$ cat src/rtl/ps2_host_tx_if.sv
// Purpose : bundles the command handshake and the PS/2 pin signals of the
//           host-to-device PS/2 transmitter into one port.
// Latency : n/a (wires only).
// Backpressure: busy is the only flow control; tx_start is dropped while busy=1.
//
// Signals:
//   tx_start           one-cycle request; tx_data is captured on the same cycle
//   tx_data[7:0]       command byte to send
//   busy               high from acceptance until tx_done/tx_err
//   tx_done            one-cycle pulse: device ACK seen and lines back to idle
//   tx_err             one-cycle pulse: NACK or timeout
//   ps2_clk_in         raw PS2_CLK pin level
//   ps2_data_in        raw PS2_DATA pin level
//   ps2_clk_drive_low  1 = pull PS2_CLK low, 0 = release (open drain)
//   ps2_data_drive_low 1 = pull PS2_DATA low, 0 = release (open drain)
//
// The slave modport is the transmitter itself; the master modport is its
// surroundings (command source plus the physical pins).
interface ps2_host_tx_if;
   logic       tx_start;
   logic [7:0] tx_data;
   logic       busy;
   logic       tx_done;
   logic       tx_err;
   logic       ps2_clk_in;
   logic       ps2_data_in;
   logic       ps2_clk_drive_low;
   logic       ps2_data_drive_low;

   modport master (
      output tx_start,
      output tx_data,
      output ps2_clk_in,
      output ps2_data_in,
      input  busy,
      input  tx_done,
      input  tx_err,
      input  ps2_clk_drive_low,
      input  ps2_data_drive_low
   );

   modport slave (
      input  tx_start,
      input  tx_data,
      input  ps2_clk_in,
      input  ps2_data_in,
      output busy,
      output tx_done,
      output tx_err,
      output ps2_clk_drive_low,
      output ps2_data_drive_low
   );
endinterface

$ cat src/rtl/ps2_host_tx.sv
// Purpose : host-to-device PS/2 transmitter: request-to-send, 8 data bits LSB
//           first, odd parity, stop, then waits for the device ACK.
// Latency : data line updates 1 clk after the filtered PS2_CLK fall strobe;
//           a whole command takes INHIBIT_CYCLES plus 11 device clocks.
// Backpressure: one command at a time; tx_start while busy=1 is dropped.
//
// Ports:
//   clk    system clock (100 MHz)
//   reset  synchronous, active-high; releases both lines on the next edge
//   bus    ps2_host_tx_if.slave: tx_start/tx_data in, busy/tx_done/tx_err out,
//          raw PS/2 pin levels in, open-drain pull-low requests out
module ps2_host_tx #(
   parameter int INHIBIT_CYCLES = 12000,
   parameter int TIMEOUT_CYCLES = 200000,
   parameter int FILTER_LEN     = 8
) (
   input  logic         clk,
   input  logic         reset,
   ps2_host_tx_if.slave bus
);

   localparam int INH_W = $clog2(INHIBIT_CYCLES + 1);
   localparam int TO_W  = $clog2(TIMEOUT_CYCLES + 1);
   localparam int FLT_W = $clog2(FILTER_LEN + 1);

   // Last inhibit cycle, and the cycle before it (where the start bit is
   // asserted so that it is already on the wire in the final inhibit cycle).
   localparam logic [INH_W-1:0] INH_LAST  = INH_W'(INHIBIT_CYCLES - 1);
   localparam logic [INH_W-1:0] INH_START = INH_W'(INHIBIT_CYCLES - 2);
   localparam logic [TO_W-1:0]  TO_LIMIT  = TO_W'(TIMEOUT_CYCLES);
   localparam logic [FLT_W-1:0] FLT_LAST  = FLT_W'(FILTER_LEN - 1);

   typedef enum logic [2:0] {
      IDLE,
      INHIBIT,
      RELEASE,
      SHIFT,
      ACK,
      WAIT_IDLE
   } state_t;

   // ------------------------------------------------------------------
   // Input conditioning
   // ------------------------------------------------------------------
   logic             clk_meta;
   logic             clk_sync;
   logic             data_meta;
   logic             data_sync;
   logic             clk_filt;
   logic             clk_filt_d;
   logic [FLT_W-1:0] flt_cnt;
   logic             fall;

   // Idle bus level is high, so the synchronizers and filter come out of
   // reset at 1 and no spurious fall is seen after reset.
   always_ff @(posedge clk) begin
      if (reset) begin
         clk_meta   <= 1'b1;
         clk_sync   <= 1'b1;
         data_meta  <= 1'b1;
         data_sync  <= 1'b1;
         clk_filt   <= 1'b1;
         clk_filt_d <= 1'b1;
         flt_cnt    <= '0;
      end else begin
         clk_meta   <= bus.ps2_clk_in;
         clk_sync   <= clk_meta;
         data_meta  <= bus.ps2_data_in;
         data_sync  <= data_meta;
         clk_filt_d <= clk_filt;
         // Count consecutive samples that disagree with the accepted level;
         // any agreeing sample restarts the run, so short glitches vanish.
         if (clk_sync == clk_filt) begin
            flt_cnt <= '0;
         end else if (flt_cnt == FLT_LAST) begin
            clk_filt <= clk_sync;
            flt_cnt  <= '0;
         end else begin
            flt_cnt <= flt_cnt + 1'b1;
         end
      end
   end

   assign fall = clk_filt_d & ~clk_filt;

   // ------------------------------------------------------------------
   // Transmit state machine
   // ------------------------------------------------------------------
   state_t           state;
   state_t           state_nxt;
   logic [7:0]       shreg;
   logic [7:0]       shreg_nxt;
   logic             parity;
   logic             parity_nxt;
   logic [3:0]       bit_cnt;
   logic [3:0]       bit_cnt_nxt;
   logic [INH_W-1:0] inh_cnt;
   logic [INH_W-1:0] inh_cnt_nxt;
   logic [TO_W-1:0]  to_cnt;
   logic [TO_W-1:0]  to_cnt_nxt;
   logic             busy;
   logic             busy_nxt;
   logic             done;
   logic             done_nxt;
   logic             err;
   logic             err_nxt;
   logic             clk_dl;
   logic             clk_dl_nxt;
   logic             data_dl;
   logic             data_dl_nxt;

   always_ff @(posedge clk) begin
      if (reset) begin
         state   <= IDLE;
         shreg   <= '0;
         parity  <= 1'b0;
         bit_cnt <= '0;
         inh_cnt <= '0;
         to_cnt  <= '0;
         busy    <= 1'b0;
         done    <= 1'b0;
         err     <= 1'b0;
         clk_dl  <= 1'b0;
         data_dl <= 1'b0;
      end else begin
         state   <= state_nxt;
         shreg   <= shreg_nxt;
         parity  <= parity_nxt;
         bit_cnt <= bit_cnt_nxt;
         inh_cnt <= inh_cnt_nxt;
         to_cnt  <= to_cnt_nxt;
         busy    <= busy_nxt;
         done    <= done_nxt;
         err     <= err_nxt;
         clk_dl  <= clk_dl_nxt;
         data_dl <= data_dl_nxt;
      end
   end

   always_comb begin
      state_nxt   = state;
      shreg_nxt   = shreg;
      parity_nxt  = parity;
      bit_cnt_nxt = bit_cnt;
      inh_cnt_nxt = inh_cnt;
      to_cnt_nxt  = to_cnt;
      busy_nxt    = busy;
      done_nxt    = 1'b0;
      err_nxt     = 1'b0;
      clk_dl_nxt  = clk_dl;
      data_dl_nxt = data_dl;

      case (state)
         IDLE: begin
            clk_dl_nxt  = 1'b0;
            data_dl_nxt = 1'b0;
            if (bus.tx_start) begin
               shreg_nxt   = bus.tx_data;
               parity_nxt  = ~^bus.tx_data;   // odd parity over 9 bits
               busy_nxt    = 1'b1;
               inh_cnt_nxt = '0;
               clk_dl_nxt  = 1'b1;
               state_nxt   = INHIBIT;
            end
         end

         INHIBIT: begin
            inh_cnt_nxt = inh_cnt + 1'b1;
            if (inh_cnt == INH_START) begin
               data_dl_nxt = 1'b1;
            end
            if (inh_cnt == INH_LAST) begin
               clk_dl_nxt  = 1'b0;
               data_dl_nxt = 1'b1;
               state_nxt   = RELEASE;
            end
         end

         RELEASE: begin
            bit_cnt_nxt = '0;
            to_cnt_nxt  = '0;
            state_nxt   = SHIFT;
         end

         SHIFT: begin
            // Timeout is tested first so it wins over a coincident fall.
            if (to_cnt == TO_LIMIT) begin
               clk_dl_nxt  = 1'b0;
               data_dl_nxt = 1'b0;
               err_nxt     = 1'b1;
               busy_nxt    = 1'b0;
               state_nxt   = IDLE;
            end else begin
               to_cnt_nxt = to_cnt + 1'b1;
               if (fall) begin
                  bit_cnt_nxt = bit_cnt + 1'b1;
                  if (bit_cnt < 4'd8) begin
                     data_dl_nxt = ~shreg[bit_cnt[2:0]];
                  end else if (bit_cnt == 4'd8) begin
                     data_dl_nxt = ~parity;
                  end else begin
                     // Stop bit is the released line; device ACK follows.
                     data_dl_nxt = 1'b0;
                     state_nxt   = ACK;
                  end
               end
            end
         end

         ACK: begin
            if (to_cnt == TO_LIMIT) begin
               clk_dl_nxt  = 1'b0;
               data_dl_nxt = 1'b0;
               err_nxt     = 1'b1;
               busy_nxt    = 1'b0;
               state_nxt   = IDLE;
            end else begin
               to_cnt_nxt = to_cnt + 1'b1;
               if (fall) begin
                  if (!data_sync) begin
                     state_nxt = WAIT_IDLE;
                  end else begin
                     err_nxt   = 1'b1;
                     busy_nxt  = 1'b0;
                     state_nxt = IDLE;
                  end
               end
            end
         end

         WAIT_IDLE: begin
            if (clk_filt && data_sync) begin
               done_nxt  = 1'b1;
               busy_nxt  = 1'b0;
               state_nxt = IDLE;
            end
         end

         default: begin
            clk_dl_nxt  = 1'b0;
            data_dl_nxt = 1'b0;
            busy_nxt    = 1'b0;
            state_nxt   = IDLE;
         end
      endcase
   end

   assign bus.busy               = busy;
   assign bus.tx_done            = done;
   assign bus.tx_err             = err;
   assign bus.ps2_clk_drive_low  = clk_dl;
   assign bus.ps2_data_drive_low = data_dl;

endmodule
$ cat src/flat_wrapper.sv
// flat-port wrapper written by rule: the top's interface ports become plain ports
module ps2_host_tx_flat 
#(
   parameter int INHIBIT_CYCLES = 12000,
   parameter int TIMEOUT_CYCLES = 200000,
   parameter int FILTER_LEN     = 8
)
  (clk, reset, bus_tx_start, bus_tx_data, bus_ps2_clk_in, bus_ps2_data_in, bus_busy, bus_tx_done, bus_tx_err, bus_ps2_clk_drive_low, bus_ps2_data_drive_low);
  ps2_host_tx_if bus_i ();
  input  logic clk;
  input  logic reset;
  input wire logic [$bits(bus_i.tx_start)-1:0] bus_tx_start;
  input wire logic [$bits(bus_i.tx_data)-1:0] bus_tx_data;
  input wire logic [$bits(bus_i.ps2_clk_in)-1:0] bus_ps2_clk_in;
  input wire logic [$bits(bus_i.ps2_data_in)-1:0] bus_ps2_data_in;
  output wire logic [$bits(bus_i.busy)-1:0] bus_busy;
  output wire logic [$bits(bus_i.tx_done)-1:0] bus_tx_done;
  output wire logic [$bits(bus_i.tx_err)-1:0] bus_tx_err;
  output wire logic [$bits(bus_i.ps2_clk_drive_low)-1:0] bus_ps2_clk_drive_low;
  output wire logic [$bits(bus_i.ps2_data_drive_low)-1:0] bus_ps2_data_drive_low;
  assign bus_i.tx_start = bus_tx_start;
  assign bus_i.tx_data = bus_tx_data;
  assign bus_i.ps2_clk_in = bus_ps2_clk_in;
  assign bus_i.ps2_data_in = bus_ps2_data_in;
  assign bus_busy = bus_i.busy;
  assign bus_tx_done = bus_i.tx_done;
  assign bus_tx_err = bus_i.tx_err;
  assign bus_ps2_clk_drive_low = bus_i.ps2_clk_drive_low;
  assign bus_ps2_data_drive_low = bus_i.ps2_data_drive_low;
  ps2_host_tx #(.INHIBIT_CYCLES(INHIBIT_CYCLES), .TIMEOUT_CYCLES(TIMEOUT_CYCLES), .FILTER_LEN(FILTER_LEN)) u_core (.clk(clk), .reset(reset), .bus(bus_i));
endmodule
$ cat config.mk
export PLATFORM = sky130hd
export DESIGN_NAME = ps2_host_tx_flat
export DESIGN_NICKNAME = d
export VERILOG_FILES = /design/src/rtl/ps2_host_tx_if.sv /design/src/rtl/ps2_host_tx.sv /design/src/flat_wrapper.sv
export SDC_FILE = /design/constraint.sdc
export NUM_CORES = 1
export LEC_CHECK = 0
export ABC_AREA = 1
export CAP_MARGIN = 10
export CORE_MARGIN = 2
export CORE_UTILIZATION = 37
export DETAILED_ROUTE_END_ITERATION = 12
export GPL_TIMING_DRIVEN = 0
export SLEW_MARGIN = 30
export SYNTH_ARGS = -nofsm -noshare
export SYNTH_HDL_FRONTEND = slang
export SYNTH_SLANG_ARGS = --single-unit
$ cat constraint.sdc
create_clock -name clk -period 2.1 [get_ports clk]
set_clock_uncertainty 0.2 [all_clocks]
set_input_delay 0.21 -clock clk [delete_from_list [all_inputs] [get_ports clk]]
set_output_delay 0.21 -clock clk [all_outputs]
set_load 0.02 [all_outputs]
==> results_dict.tcl, run 1 <==
set metrics [dict create \
    status "completed" \
    grt_max_degree 13 \
    io_pins 18 \
    grt_pass1_vias 2956 \
    dr.pass1.iters 5 \
    start_kind "flop" \
    tightestPinTransition_ps 764 \
    dieHeight_um 98.7 \
    power.density_nw_per_um2 978 \
    initial_core_util_pct 38.0 \
    p_sw_mw 1.45 \
    post_cts.repair.setup_buffers 0 \
    synthCells 477 \
    final_net_count 524 \
    min_path_type "flop to flop" \
    power.total_mw 3.75 \
    clk-insertion-delay-late_ps 350 \
    cpMostUsedCell "nand2_1" \
    crit_path_end_kind "flop" \
    io_buffers 17 \
    dp_hpwl_um 5720 \
    cts_hold_buf 0 \
    grt_pass1_wl_um 13500 \
    vias 3101 \
    setup_viol 0 \
    cts_tree "yes" \
    cts-root-buf "clkbuf_8" \
    stdcell_area_um2 3840 \
    crit_chain "ha_2 > nand2_1 > nor2_2 > inv_1 > nor3_2 > nand3_1 > xor2_1 > nand2_1 > a21oi_2" \
    drc 0 \
    swShare_pct 38.7 \
    irDropWorstVdd_mv 0.501 \
    fmax_mhz 529 \
    path_clk_slew_ps 70 \
    die_area_um2 9740 \
    fp-row-count 34 \
    slew_viol_final 0 \
    period_minus_slack_ps 1890 \
    combPwrFrac_pct 33.8 \
    max_cap_viol_count 0 \
    ys.warnings.count 0 \
    core_area_um2 8720 \
    critPathSlowestCell "dfxtp_2" \
    place_congestion 0.853 \
    ys_seq_elements 63 \
    drt-total-wl_um 7740 \
    fin_crit_sh_pct 90.0 \
    cell_internal_pwr_mw 2.30 \
    syn-num-nets 496 \
    critPathMaxFanout 5 \
    syn_to_final_growth_pct 15.7 \
    area.sequential_um2 1260 \
    h-tree-depth 3 \
    grt.total_usage_pct 17.1 \
    via_per_inst 5.02 \
    path_class "flop to flop" \
    yosysUniqueCellTypes 39 \
    synth-seq-area-share_pct 38.0 \
    max_stage_delay_ps 380 \
    antenna_found_initial 0 \
    gr-total-overflow 0 \
    diodes 0 \
    worstPathArrival_ps 1890 \
    critical_path_required_ps 2100 \
    rsz0062_at_grt "false" \
    dpl_cell_area_um2 3620 \
    die_w_um 98.7 \
    hold_violations 0 \
    whs_ps 213 \
    ant_nets 0 \
    power_frac_seq_pct 37.8 \
    power.leakage_nw 1.37 \
    clk_path_buf_depth 2 \
    clkPwrFrac_pct 28.4 \
    multi_input_area_um2 1790 \
    synth_area_um2 3320 \
    n_fill_cell 870 \
    slew_headroom_pct 49.0 \
    post_cts_resized 0 \
    wl_per_cell_um 12.5 \
    cts_buffers 9 \
    cts_sinks 63 \
    drive_gt1_share_pct 11.4 \
    first_iter_violations 118 \
    avgSynthCellArea_um2 6.95 \
]
[kinds of logic after synthesis]
logic type,after synthesis,share of synthesized area [%]
buffers and inverters,67,8.45
XOR/XNOR,11,2.90
AND/OR/NAND/NOR,244,33.6
flip-flops,63,38.0
adder cells (fa/ha/maj),6,2.26
AO/OA/AOI/OAI,86,14.8
[layer usage]
layer,up-vias,global-route usage (%),routed length (um)
met5,-,0,0
met4,0,6.32,127
met3,13,3.62,223
met2,37,27.1,3460
met1,1423,22.9,3930
li1,1628,-,-
[placed cells by master, fill, tap and decap left out, types with 2 or more instances in the layout]
cell type and n:
nand2_1 98, dfxtp_1 62, nor2_1 58, inv_1 51, a21oi_1 34, nand3_1 34
o21ai_0 25, clkdlybuf4s50_1 17, nor3_1 15, nand4_1 10, clkbuf_8 9, xnor2_1 7
or2_2 5, nand2_2 5, a21oi_2 5, o21ai_1 5, ha_1 5, clkbuf_1 4
nor3_2 4, buf_2 4, xor2_1 4, o22ai_1 4, nand3_2 3, inv_2 3
nor2_2 3, buf_6 3, clkinv_2 3, o211ai_1 3, clkinv_4 3, nor2_4 2
a211oi_1 2, and3_1 2, nand3b_1 2, a31oi_1 2, nor3b_1 2, a221oi_1 2
[layout make-up]
class	instances	share of cell area [%]
Timing Repair Buffer	17	4.43
Buffer	11	1.79
Sequential cell	63	32.9
Multi-Input combinational cell	347	46.7
Clock buffer	9	3.23
Clock inverter	7	1.92
Inverter	56	5.51
Tap cell	108	3.52
[cells in the mapped netlist]
| cell | n | share of area [%] |
|---|---|---|
| nand2_2 | 5 | 0.94 |
| nor3_1 | 16 | 2.4 |
| o311a_1 | 1 | 0.30 |
| a221oi_1 | 2 | 0.53 |
| nand2_4 | 1 | 0.34 |
| clkbuf_1 | 4 | 0.45 |
| a21oi_1 | 34 | 5.1 |
| nand2_1 | 98 | 11 |
| o31ai_1 | 1 | 0.23 |
| nor3_2 | 3 | 0.91 |
| inv_2 | 3 | 0.34 |
| nand4_1 | 10 | 1.9 |
| dfxtp_1 | 63 | 38 |
| xor2_1 | 4 | 1.1 |
| buf_6 | 3 | 1.0 |
| o21ai_2 | 1 | 0.26 |
| buf_2 | 4 | 0.60 |
| o21bai_1 | 1 | 0.23 |
| nor2_1 | 59 | 6.7 |
| and3_1 | 2 | 0.38 |
| clkinv_2 | 1 | 0.15 |
| nor2_4 | 2 | 0.68 |
| o21ai_0 | 25 | 3.8 |
| ha_1 | 6 | 2.3 |
| nand3_2 | 3 | 0.91 |
| or2_2 | 5 | 0.94 |
| o22ai_1 | 4 | 0.75 |
| nor3b_1 | 2 | 0.45 |
| inv_1 | 51 | 5.8 |
| o21ai_1 | 5 | 0.75 |
| a21oi_2 | 5 | 1.3 |
| nand3_1 | 34 | 5.1 |
| nor2_2 | 2 | 0.38 |
| clkinv_1 | 1 | 0.11 |
| a211oi_1 | 2 | 0.45 |
| a31oi_1 | 2 | 0.38 |
| o211ai_1 | 3 | 0.68 |
| xnor2_1 | 7 | 1.8 |
| nand3b_1 | 2 | 0.45 |
[worst paths after layout]
check,from,to,slack [ps],cells after the start
hold / removal,u_core.clk_meta,u_core.clk_sync,210,1
setup reg to reg,u_core.to_cnt[0],u_core.to_cnt[14],210,9
hold reg to reg,u_core.clk_meta,u_core.clk_sync,210,1
setup / recovery,u_core.to_cnt[0],u_core.to_cnt[14],210,9
[power by group through the flow]
stage	Sequential [mW]	Clock, mW	Combinational (mW)
after floorplan	1.45	0	0.898
after global placement	1.44	0	1.24
after detailed placement	1.44	0	1.26
after CTS	1.42	1.09	1.27
after global routing	1.44	1.14	1.42
final	1.42	1.07	1.27
[metrics by stage]
step                      cells  setup slack [ps]  utilization (%)  setup TNS, ps
after floorplan             477               412                -              0
after global placement      602              -178             41.5          -2240
after detailed placement    602              -173             41.5          -1820
after CTS                   618              67.3             43.8              0
after global routing        618              27.0             44.0              0
final                       618               210             44.0              0
[state kept, by name (all words and copies together) (netlist names), 3 cells and up]
register        cells
u_core.to_cnt      18
u_core.inh_cnt     14
u_core.shreg        8
u_core.bit_cnt      4
u_core.flt_cnt      4
u_core.state        3
[worst max-delay path, delay by kind of cell, from the launching register on]
family,cells,cell delay [ps]
AOI/OAI and AO/OA,1,50
DFF,1,380
buffers and inverters,1,80
adders and majority gates,1,230
xor gates and xnor gates,1,160
and+or+nand+nor,5,640
(Power assumes the default switching activity.)
==> run 2, diff against run 1 <==
--- a/config.mk
+++ b/config.mk
@@ -10,6 +10,7 @@
 export CORE_MARGIN = 2
 export CORE_UTILIZATION = 37
 export DETAILED_ROUTE_END_ITERATION = 12
+export DONT_BUFFER_PORTS = 1
 export GPL_TIMING_DRIVEN = 0
 export SLEW_MARGIN = 30
 export SYNTH_ARGS = -nofsm -noshare
==> constraint.sdc (replaced) <==
create_clock -name clk -period 1.7 [get_ports clk]
set_clock_uncertainty 0.2 [all_clocks]
set_input_delay 0.17 -clock clk [delete_from_list [all_inputs] [get_ports clk]]
set_output_delay 0.17 -clock clk [all_outputs]
set_load 0.02 [all_outputs]
==> run 2 against run 1 <==
- via count up 7.0%
- largest cell class unchanged
- the run now ends with negative setup slack left
- critical path depth unchanged
- sequential power up 28%
- die area unchanged
- clock-buffer cell count up 4
- cell count up 4.2%
- worst setup slack worse by 270 ps
- total power up 43%
- combinational power up 69%
- hold slack worse by 170 ps
- sequential share of layout area down 3.9 points
==> results_dict.tcl, run 2 (synthesis gave the netlist of run 1 again) <==
set metrics [dict create \
    combPwrFrac_pct 40.2 \
    power.density_nw_per_um2 1190 \
    dp_slack_ps -308 \
    syn_to_final_growth_pct 35.2 \
    n_fill_cell 809 \
    stdcell_count 644 \
    die_area_um2 9740 \
    grt_max_degree 11 \
    ant_nets 0 \
    first_iter_violations 128 \
    path_clk_slew_ps 70 \
    path_class "flop to flop" \
    clk_path_buf_depth 2 \
    initial_core_util_pct 38.0 \
    io_buffers 0 \
    cts-root-buf "clkbuf_8" \
    multi_input_area_um2 2150 \
    swShare_pct 37.8 \
    place_inst 585 \
    fmax_mhz 569 \
    setup_viol 5 \
    fp-row-count 34 \
    vias 3318 \
    status "finished with violations" \
    regMostFlops "u_core.to_cnt" \
    grt.total_usage_pct 17.9 \
    cts_buffers 9 \
    dieHeight_um 98.7 \
    final_common_cell "nand2_1" \
    clk-insertion-delay-late_ps 340 \
    rsz0062_at_grt "true" \
    clkPwrFrac_pct 25.8 \
    max_stage_delay_ps 390 \
    final_net_count 550 \
    violations "negative setup slack" \
    worstPathArrival_ps 1750 \
    largest_reg_flops 18 \
    critical_path_required_ps 1690 \
    p_sw_mw 2.02 \
    fin_crit_sh_pct 103 \
    min_path_type "input pin to flop" \
    grt_pass1_wl_um 14100 \
    start_kind "flop" \
    slew_headroom_pct 49.3 \
    area.sequential_um2 1300 \
    h-tree-depth 3 \
    layout_common_cells "nand2_1 (82), inv_1 (43), nor2_1 (43)" \
    crit_path_end_kind "flop" \
    irDropWorstVdd_mv 0.858 \
    antenna_found_initial 0 \
    diodes 0 \
    max_cap_viol_count 0 \
    core_area_um2 8720 \
    crit_chain "ha_4 > nand2_4 > nor2_4 > inv_2 > nor3_4 > nand3_2 > xor2_1 > nand2_1 > a21oi_2" \
    cts_sinks 63 \
    dpl_cell_area_um2 3450 \
    stdcell_area_um2 4480 \
    slew_viol_final 0 \
    die_w_um 98.7 \
    drt-total-wl_um 8800 \
    hold_violations 0 \
    via_per_inst 5.15 \
    tightestPinTransition_ps 761 \
    io_pins 18 \
    drive_gt1_share_pct 31.7 \
    setup_ws_ps -57.6 \
    wl_per_cell_um 13.7 \
    final_core_util_pct 51.4 \
    power_frac_seq_pct 34.0 \
    gr-total-overflow 0 \
    top_regs "u_core.to_cnt x18, u_core.inh_cnt x14, u_core.shreg x8" \
    place_congestion 0.864 \
    dp_hpwl_um 5490 \
    drc 0 \
    period_minus_slack_ps 1760 \
    critPathMaxFanout 4 \
    power.leakage_nw 1.68 \
    grt_pass1_vias 3047 \
    dr.pass1.iters 5 \
    critPathSlowestCell "dfxtp_4" \
    cts_tree "yes" \
    cell_internal_pwr_mw 3.33 \
]
==> run 2: layer usage <==
metal  vias to the layer above  track usage [%]  wire, um
met3                        20             3.90       407
li1                       1692                -         -
met4                         0             7.06       185
met2                        72             28.5      4220
met5                         -                0         0
met1                      1534             23.7      3990
==> run 2: repair_timing <==
item | 4_1_cts | 5_1_grt
gates resized for setup | 30 | 108
pin swaps | 14 | 36
hold buffers | 12 | 0
endpoints found under the hold margin | 25 | 0
setup buffers | 7 | 23
endpoints found under the setup margin | 36 | 40
gates cloned | 1 | 1
==> run 2: worst paths after layout <==
path         slack (ps)              from                 to  depth (start not counted)
max                 -60  u_core.to_cnt[0]  u_core.to_cnt[14]                          9
min reg2reg         210   u_core.clk_meta    u_core.clk_sync                          1
max reg2reg         -60  u_core.to_cnt[0]  u_core.to_cnt[14]                          9
min                  40             reset  u_core.flt_cnt[1]                          5
==> run 2: area by class of cell <==
class                      instances  area share (%)
tap                              108            3.01
multi-input combinational        347            47.9
sequential                        63            29.0
clock inverter                     3           0.893
buffer                            11            1.73
inverter                          56            4.97
clock buffer                      13            3.77
timing repair buffer              43            8.68
==> run 2: power by group through the flow <==
stage / combinational [mW] / sequential [mW] / clock [mW]
6_report: 2.15 / 1.82 / 1.38
5_1_grt: 2.36 / 1.84 / 1.47
4_1_cts: 1.65 / 1.79 / 1.40
3_5_place_dp: 1.43 / 1.82 / 0
3_3_place_gp: 1.42 / 1.82 / 0
2_1_floorplan: 1.11 / 1.79 / 0
==> run 2: critical path, delay by kind of cell, from the launching register on <==
kind | cells | cell delay, ps
flops | 1 | 390
simple gates | 5 | 560
compound gates | 1 | 50
buf+inv | 1 | 60
xor+xnor | 1 | 170
fa+ha+maj | 1 | 160
==> run 2: per-stage QoR <==
| step | power (mW) | hold WS, ps | setup TNS, ps |
|---|---|---|---|
| after floorplan | 2.90 | 73.8 | 0 |
| after global placement | 3.24 | 76.0 | -3140 |
| after detailed placement | 3.25 | 77.1 | -3620 |
| after CTS | 4.85 | 30.0 | -673 |
| after global routing | 5.67 | 88.0 | -2000 |
| final | 5.35 | 43.8 | -91.6 |
